[src/rtl/pc_return_stack.sv]
// Program counter with an integrated hardware return-address stack.
// Ports: clock/reset; in (target/offset); inc/load/branch/call/ret/clear_err
// requests; out (PC), top (TOS or 0), sp, full, empty, sticky overflow/underflow.
module pc_return_stack #(
  parameter int                        DATA_SIZE    = 16,
  parameter int                        STACK_DEPTH  = 8,
  parameter logic [DATA_SIZE-1:0]      RESET_VECTOR = '0,
  parameter int                        SP_W         = $clog2(STACK_DEPTH+1)
) (
  input  logic                 clock,
  input  logic                 reset,
  input  logic [DATA_SIZE-1:0] in,
  input  logic                 inc,
  input  logic                 load,
  input  logic                 branch,
  input  logic                 call,
  input  logic                 ret,
  input  logic                 clear_err,
  output logic [DATA_SIZE-1:0] out,
  output logic [DATA_SIZE-1:0] top,
  output logic [SP_W-1:0]      sp,
  output logic                 full,
  output logic                 empty,
  output logic                 overflow,
  output logic                 underflow
);

  localparam int IDX_W = (STACK_DEPTH > 1) ? $clog2(STACK_DEPTH) : 1;

  logic [DATA_SIZE-1:0] stack [STACK_DEPTH];
  logic [DATA_SIZE-1:0] pc_inc;
  logic [SP_W-1:0]      sp_dec;
  logic [IDX_W-1:0]     wr_idx;
  logic [IDX_W-1:0]     rd_idx;

  assign pc_inc = out + DATA_SIZE'(1);
  assign sp_dec = sp - SP_W'(1);
  // Index widths are trimmed; sp only reaches STACK_DEPTH when full,
  // and writes are blocked in that case.
  assign wr_idx = sp[IDX_W-1:0];
  assign rd_idx = sp_dec[IDX_W-1:0];

  assign full  = (sp == SP_W'(STACK_DEPTH));
  assign empty = (sp == '0);
  assign top   = empty ? '0 : stack[rd_idx];

  always_ff @(posedge clock or posedge reset) begin
    if (reset) begin
      out       <= RESET_VECTOR;
      sp        <= '0;
      overflow  <= 1'b0;
      underflow <= 1'b0;
      for (int i = 0; i < STACK_DEPTH; i++) begin
        stack[i] <= '0;
      end
    end else begin
      // Placed before the operations so a same-cycle error set wins.
      if (clear_err) begin
        overflow  <= 1'b0;
        underflow <= 1'b0;
      end
      if (call) begin
        if (full) begin
          out      <= pc_inc;
          overflow <= 1'b1;
        end else begin
          stack[wr_idx] <= pc_inc;
          sp            <= sp + SP_W'(1);
          out           <= in;
        end
      end else if (ret) begin
        if (empty) begin
          out       <= pc_inc;
          underflow <= 1'b1;
        end else begin
          out <= stack[rd_idx];
          sp  <= sp_dec;
        end
      end else if (load) begin
        out <= in;
      end else if (branch) begin
        out <= out + in;
      end else if (inc) begin
        out <= pc_inc;
      end
    end
  end

endmodule

[config.mk]
export PLATFORM = sky130hd
export DESIGN_NAME = pc_return_stack
export DESIGN_NICKNAME = d
export VERILOG_FILES = /design/src/rtl/pc_return_stack.sv
export SDC_FILE = /design/constraint.sdc
export NUM_CORES = 1
export LEC_CHECK = 0
export CAP_MARGIN = 20
export CELL_PAD_IN_SITES_DETAIL_PLACEMENT = 0
export CELL_PAD_IN_SITES_GLOBAL_PLACEMENT = 1
export CORE_MARGIN = 2
export CORE_UTILIZATION = 46
export DETAILED_ROUTE_END_ITERATION = 16
export PLACE_DENSITY = 0.82
export SYNTH_ARGS = -nofsm -noshare
export SYNTH_HDL_FRONTEND = slang
export SYNTH_SLANG_ARGS = --single-unit
[constraint.sdc]
create_clock -name clock -period 6.67 [get_ports clock]
set_input_delay 1.6675 -clock clock [delete_from_list [all_inputs] [get_ports clock]]
set_output_delay 1.6675 -clock clock [all_outputs]
set_load 0.1 [all_outputs]
==> results of run 1 <==
-- path summary, 6_finish.rpt --
path,endpoint,slack [ps],depth (start not counted)
setup / recovery,top[5],920,7
hold / removal,stack[84],480,2
setup reg to reg,out[5],3520,8
hold reg to reg,stack[84],480,2
max in group asynchronous,stack[117],3610,3
min in group asynchronous,stack[91],1840,2
-- stage by stage --
| step | utilization [%] | setup slack, ps | hold slack, ps | instances |
|---|---|---|---|---|
| floorplan | - | 578.7 | 444.6 | 913 |
| global placement | 51.04 | 1441 | 456.1 | 1151 |
| detailed placement | 51.04 | 1368 | 465.5 | 1151 |
| CTS | 54.22 | 903.6 | 478.1 | 1181 |
| global route | 54.26 | 712.6 | 498.5 | 1182 |
| finish | 54.26 | 924.9 | 475.5 | 1182 |
-- state kept, by name, indices dropped and copies added (netlist names) --
signal     flops
underflow      1
out           16
overflow       1
sp             4
stack        128
-- worst min-delay path, delay by kind of cell (launching register included) --
kind | cells | cell delay, ps
flops | 1 | 340
compound gates | 1 | 60
simple gates | 1 | 50
-- cell type report --
| class | count | area share, % |
|---|---|---|
| clock inverter | 8 | 1.020 |
| inverter | 18 | 0.7395 |
| clock buffer | 22 | 4.832 |
| multi-input combinational | 670 | 44.12 |
| timing repair buffer | 85 | 8.109 |
| sequential | 150 | 38.26 |
| tap | 229 | 2.920 |
-- cell families after synthesis --
logic type	count (synthesis)	synth area share, %
AOI/OAI and AO/OA	291	20.06
xor gates and xnor gates	25	2.566
adders and majority gates	19	2.874
buffers and inverters	93	5.352
DFF	150	43.99
muxes	48	10.46
and+or+nand+nor	287	14.69
-- placed cells by master (no fill, tap or decap), drive strengths merged, types with 3 or more instances in the layout --
| cell type | instances |
|---|---|
| a211o | 6 |
| a211oi | 7 |
| a21o | 8 |
| a21oi | 69 |
| a22o | 4 |
| a22oi | 10 |
| a31oi | 9 |
| a32oi | 4 |
| and4 | 4 |
| buf | 22 |
| clkbuf | 22 |
| clkdlybuf4s50 | 63 |
| clkinv | 5 |
| dfrtp | 150 |
| ha | 18 |
| inv | 18 |
| mux2 | 9 |
| mux2i | 7 |
| mux4 | 32 |
| nand2 | 157 |
| nand3 | 18 |
| nand4 | 12 |
| nor2 | 62 |
| nor2b | 5 |
| nor3 | 9 |
| nor4 | 5 |
| o211ai | 9 |
| o21ai | 139 |
| o221ai | 4 |
| o31ai | 3 |
| xnor2 | 16 |
| xor2 | 9 |
-- layer usage --
layer  vias to the layer above  wire length [um]  global-route usage, %
met4                         0               711                  9.623
met2                       244             11280                  39.86
met5                         -                 0                      0
met1                      3491             10730                  35.08
li1                       3358                 -                      -
met3                        49              1513                  4.957
==> flow_summary.ini, run 1 <==
[timing]
fin_setup_tns_ps = 0
post-route-min-period_ps = 5745
rsz0062_at_grt = no
finalCritPeriodShare_pct = 86.13
maxSlewViolCount = 0
setup_viol = 0
finClkSkew_ps = 9.983
worst_pin_slew_ps = 1030
max_clock_freq_ghz = 0.1741
hold_violations = 0
slew_headroom_pct = 30.87

[clocking]
numCtsBuffers = 17
cts_setup_buffers = 0
htreeDepth = 4
cts.path.max_buffers = 2
ctsHoldBuffers = 0
cts_resized = 0
insertion_delay_ps = 410
cts-root-buf = clkbuf_16
clk_transition_reported_paths_ps = 60
cts_tree = done
numClockSinks = 150

[die]
die_y_um = 140.2
core-area_um2 = 18090
num_io_pins = 64
initial_core_util_pct = 47.17
fp-row-count = 49
fp.dieW_um = 140.2
fp.dieArea_um2 = 19650

[finish]
ff_latch_area_um2 = 3755
n_fill_cell = 1636
antennaDiodeCount = 0
nNetsFinal = 985
syn_to_final_growth_pct = 15.02
final_cell_area_um2 = 9813
drive_above_1_share_pct = 11.54
multiInputGateArea_um2 = 4329

[status]
status = completed

[min_path]
hp-class = reg2reg
holdCritStartpoint = stack[84]

[synth]
postSynthCellCount = 913
synth_edf_count = 0
synth_nets = 956
syn-mean-instance-area_um2 = 9.345
ys.flop_type = dfrtp_1
yosysSeqAreaShare_pct = 43.99
ys_ff_latch = 150
synthArstFlopShare_pct = 100.0
synth_top_area_share_pct = 43.99
yosys-top-cells-count = nand2_1, dfrtp_1, o21ai_0
syn-cell-area_um2 = 8532
yosys-top-cells-area = dfrtp_1, mux4_2, o21ai_0
ys_types = 70
synth_top_cell_by_area = dfrtp_1
yosysWarnings = 0
yosysMostFrequentCell = nand2_1

[placed_design]
dpl.hpwl_um = 16160
dpl-instance-area_um2 = 9231
port_buffers = 63
place.gp.congestion = 0.8762

[global_route]
track_usage_pct = 25.35
grt_pass1_vias = 6844
grt_pass1_wl_um = 38610
grt_overflow = 0
grt_max_degree = 103
antenna_found_initial = 0

[worst_setup_path]
worstPathBufferInverterCount = 3
reg2reg_from = sp[1]
arrival_ps = 4080
cp-start-kind = flip-flop
crit_chain = inv_1 > ha_2 > buf_4 > mux4_2 > mux2i_1 > nor2_1 > clkdlybuf4s50_1
crit_path_max_fanout = 24
critPathKind = reg2out
crit_slowest_cell = clkdlybuf4s50_1
slowest_delay_ps = 980
cp-startpoint = sp[1]
crit_family = buffers and inverters
end_kind = output pin
cp.required_ps = 5000

[routing]
drt_iter0_drc = 578
wl_per_cell_um = 20.51
avgViaCountPerCell = 6.042
vias = 7142
postRouteAntennaNets = 0
drt_pre_antenna_iters = 5
wl_um = 24240
drc = 0

[run]
drv_cap = 0
Power of run 1 is left out: the tool's default activity adds up to more than one toggle a clock period on the data nets, which glitch-free logic cannot reach.
==> run 2, diff against run 1 <==
--- a/config.mk
+++ b/config.mk
@@ -5,13 +5,13 @@
 export SDC_FILE = /design/constraint.sdc
 export NUM_CORES = 1
 export LEC_CHECK = 0
+export ABC_CLOCK_PERIOD_IN_PS = 6670
 export CAP_MARGIN = 20
 export CELL_PAD_IN_SITES_DETAIL_PLACEMENT = 0
 export CELL_PAD_IN_SITES_GLOBAL_PLACEMENT = 1
-export CORE_MARGIN = 2
-export CORE_UTILIZATION = 46
+export CORE_UTILIZATION = 44
 export DETAILED_ROUTE_END_ITERATION = 16
-export PLACE_DENSITY = 0.82
+export PLACE_DENSITY = 0.79
 export SYNTH_ARGS = -nofsm -noshare
 export SYNTH_HDL_FRONTEND = slang
 export SYNTH_SLANG_ARGS = --single-unit
==> flow_summary.ini, run 2 (same netlist as run 1, synthesis figures left out) <==
[timing]
setup_viol = 0
fin_setup_tns_ps = 0
finClkSkew_ps = 9.574
maxSlewViolCount = 0
worst_pin_slew_ps = 1077
rsz0062_at_grt = no
post-route-min-period_ps = 5747
max_clock_freq_ghz = 0.1740
finalCritPeriodShare_pct = 86.16
slew_headroom_pct = 27.71
hold_violations = 0

[finish]
reg_top3 = stack (128), out (16), sp (4)
antennaDiodeCount = 0
layout_common_cells = nand2_1, dfrtp_1, o21ai_0
largest_reg_flops = 128
final_common_cell = nand2_1
n_fill_cell = 1736
top_register = stack
syn_to_final_growth_pct = 15.31
drive_above_1_share_pct = 11.94
nNetsFinal = 985

[global_route]
track_usage_pct = 25.65
grt_pass1_wl_um = 38630
grt_max_degree = 63
grt_overflow = 0
grt_pass1_vias = 6815
antenna_found_initial = 0

[routing]
top_layer_used = met4
postRouteAntennaNets = 0
wl_per_cell_um = 19.90
drc = 0
wl_um = 24180
met1_length_um = 10470
wl_met3_um = 1217
wl_met2_um = 11890
drt_pre_antenna_iters = 5
avgViaCountPerCell = 5.788
drt_iter0_drc = 469
vias = 7032

[min_path]
hp-class = reg2reg

[clocking]
ctsHoldBuffers = 0
numCtsBuffers = 17
cts-root-buf = clkbuf_16
cts_setup_buffers = 0
cts_tree = done
insertion_delay_ps = 430
cts_resized = 0
numClockSinks = 150
cts.path.max_buffers = 2
htreeDepth = 4
clk_transition_reported_paths_ps = 70

[worst_setup_path]
slowest_delay_ps = 970
arrival_ps = 4080
crit_chain = inv_1 > ha_2 > buf_4 > mux4_2 > a22o_1 > clkdlybuf4s50_1
crit_path_max_fanout = 23
end_kind = output pin
cp-start-kind = flip-flop
cp.required_ps = 5000
critPathKind = reg2out
crit_slowest_cell = clkdlybuf4s50_1

[placed_design]
place.gp.congestion = 0.8660
dpl.hpwl_um = 16080
port_buffers = 63

[die]
fp.dieArea_um2 = 19950
die_y_um = 141.3
fp.dieW_um = 141.3
initial_core_util_pct = 45.31
core-area_um2 = 18830
fp-row-count = 50
num_io_pins = 64

[status]
status = completed

[run]
drv_cap = 0
-- run 2: changes by cell type in the layout (fill, tap and decap cells not counted) --
cell / before / now
inv_8: 0 / 5
inv_6: 1 / 5
clkbuf_8: 3 / 0
bufinv_16: 2 / 0
clkbuf_1: 2 / 0
clkinv_2: 3 / 2
clkinv_4: 2 / 3
-- run 2: area by class of cell --
| type | count | area, um2 | share of cell area, % |
|---|---|---|---|
| tap | 260 | 325.3 | 3.307 |
| timing repair buffer | 85 | 795.8 | 8.089 |
| multi-input combinational | 670 | 4329 | 44.00 |
| clock inverter | 15 | 135.1 | 1.374 |
| clock buffer | 17 | 425.4 | 4.324 |
| inverter | 18 | 72.57 | 0.7376 |
| sequential | 150 | 3755 | 38.17 |
-- run 2: critical path, delay by kind of cell (launching register included) --
kind            cells  cell delay [ps]
compound gates      1              270
fa+ha+maj           1              840
buf+inv             3             1450
flops               1              560
mux                 1              530
-- run 2: through the flow --
stage | hold WS, ps | area, um2 | setup slack [ps] | util (%) | std cells
floorplan | 444.6 | 8532 | 578.7 | - | 913
global placement | 456.0 | 9270 | 1390 | 49.23 | 1182
detailed placement | 468.0 | 9270 | 1364 | 49.23 | 1182
CTS | 482.5 | 9831 | 912.2 | 52.21 | 1214
global route | 496.5 | 9838 | 747.9 | 52.25 | 1215
finish | 480.0 | 9838 | 922.8 | 52.25 | 1215
-- run 2: per-layer routing --
layer / up-vias / GRT usage (%)
met2: 217 / 43.07
met4: 0 / 9.611
li1: 3344 / -
met5: - / 0
met1: 3432 / 33.51
met3: 39 / 4.084
-- run 2: worst paths after layout --
kind | startpoint | to | slack (ps) | cells after the start
worst max-delay path | sp[1] | top[11] | 920 | 6
worst min-delay path | stack[27] | stack[27] | 480 | 2
worst max register to register | sp[1] | out[10] | 3300 | 7
worst min register to register | stack[27] | stack[27] | 480 | 2
max in group asynchronous | reset | stack[112] | 3930 | 3
min in group asynchronous | reset | stack[109] | 1680 | 2
Power of run 2 is left out for the same reason.
==> run 3, diff against run 2 <==
--- a/config.mk
+++ b/config.mk
@@ -12,6 +12,7 @@
 export CORE_UTILIZATION = 44
 export DETAILED_ROUTE_END_ITERATION = 16
 export PLACE_DENSITY = 0.79
+export SLEW_MARGIN = 15
 export SYNTH_ARGS = -nofsm -noshare
 export SYNTH_HDL_FRONTEND = slang
 export SYNTH_SLANG_ARGS = --single-unit
==> flow_summary.ini, run 3 (same netlist as run 1, synthesis figures left out) <==
[global_route]
grt_overflow = 0
grt_max_degree = 63
top_usage_layer = met2
antenna_found_initial = 0
track_usage_pct = 25.65
grt_pass1_vias = 6815
met3_usage_pct = 4.084
use_met1_pct = 33.51
grtUsageMet2_pct = 43.07
grt_pass1_wl_um = 38630

[clocking]
cts_tree = done
ctsHoldBuffers = 0
cts.path.max_buffers = 2
cts-root-buf = clkbuf_16
cts_resized = 0
clk_transition_reported_paths_ps = 60
numCtsBuffers = 17
htreeDepth = 4
cts_setup_buffers = 0
numClockSinks = 150
insertion_delay_ps = 430

[timing]
fin_setup_tns_ps = 0
maxSlewViolCount = 0
post-route-min-period_ps = 5740
finClkSkew_ps = 9.443
hold_violations = 0
worst_pin_slew_ps = 1093
rsz0062_at_grt = no
slew_headroom_pct = 26.63
max_clock_freq_ghz = 0.1742
setup_viol = 0
finalCritPeriodShare_pct = 86.05

[finish]
stdcell_count = 1215
reg_top3 = stack (128), out (16), sp (4)
layout_common_cells = nand2_1, dfrtp_1, o21ai_0
top_register = stack
largest_reg_flops = 128
drive_above_1_share_pct = 11.94
antennaDiodeCount = 0
final_common_cell = nand2_1
nNetsFinal = 985
final_util_pct = 52.25
syn_to_final_growth_pct = 15.31

[worst_setup_path]
cp.required_ps = 5000
arrival_ps = 4070
crit_path_max_fanout = 23
cp-start-kind = flip-flop
end_kind = output pin
critPathKind = reg2out

[die]
num_io_pins = 64
initial_core_util_pct = 45.31
fp.dieW_um = 141.3
fp.dieArea_um2 = 19950
fp-row-count = 50
core-area_um2 = 18830
die_y_um = 141.3

[routing]
vias = 7015
postRouteAntennaNets = 0
avgViaCountPerCell = 5.774
drc = 0
wl_um = 24170
drt_iter0_drc = 488
wl_per_cell_um = 19.89
drt_pre_antenna_iters = 4

[placed_design]
place.gp.congestion = 0.8660
place_inst = 1182
dpl.hpwl_um = 16080
port_buffers = 63

[status]
status = completed

[min_path]
hp-class = reg2reg

[run]
drv_cap = 0
run 3: cell count changes in the layout (fill, tap and decap cells not counted):
| cell | before | now |
|---|---|---|
| buf_4 | 22 | 21 |
| clkbuf_4 | 0 | 1 |
run 3: critical path, stage by stage, from the launching register on:
cell and delay, ps:
dfrtp_1 560, inv_1 120, ha_2 840, buf_4 350, mux4_2 520, a22o_1 280, clkdlybuf4s50_1 980
run 3: worst paths after layout:
kind,from,endpoint,slack [ps],cells after the start
max,sp[1],top[10],930,6
min,stack[111],stack[111],480,2
max reg2reg,sp[1],out[13],3290,8
min reg2reg,stack[111],stack[111],480,2
max in group asynchronous,reset,stack[112],3940,3
min in group asynchronous,reset,stack[109],1690,2
run 3: layout make-up:
cell class	count	area, um2
fill	1734	8992
tap	260	325.3
clock buffer	17	425.4
timing repair buffer	85	795.8
multi-input combinational	670	4329
sequential	150	3755
inverter	18	72.57
clock inverter	15	135.1
run 3: routing by layer:
metal  part of all wire [%]  wire length, um
met4                    2.4              588
met5                      0                0
met2                     49            11880
met1                     44            10630
met3                    4.4             1069
run 3: metrics by stage:
| step | setup WS [ps] | instance area (um2) | hold slack, ps |
|---|---|---|---|
| 5_1_grt | 747.9 | 9838 | 496.5 |
| 4_1_cts | 912.2 | 9831 | 482.5 |
| 2_1_floorplan | 578.7 | 8532 | 444.6 |
| 3_5_place_dp | 1364 | 9270 | 468.0 |
| 3_3_place_gp | 1390 | 9270 | 456.0 |
| 6_report | 930.3 | 9838 | 478.4 |
Power of run 3 is left out for the same reason.
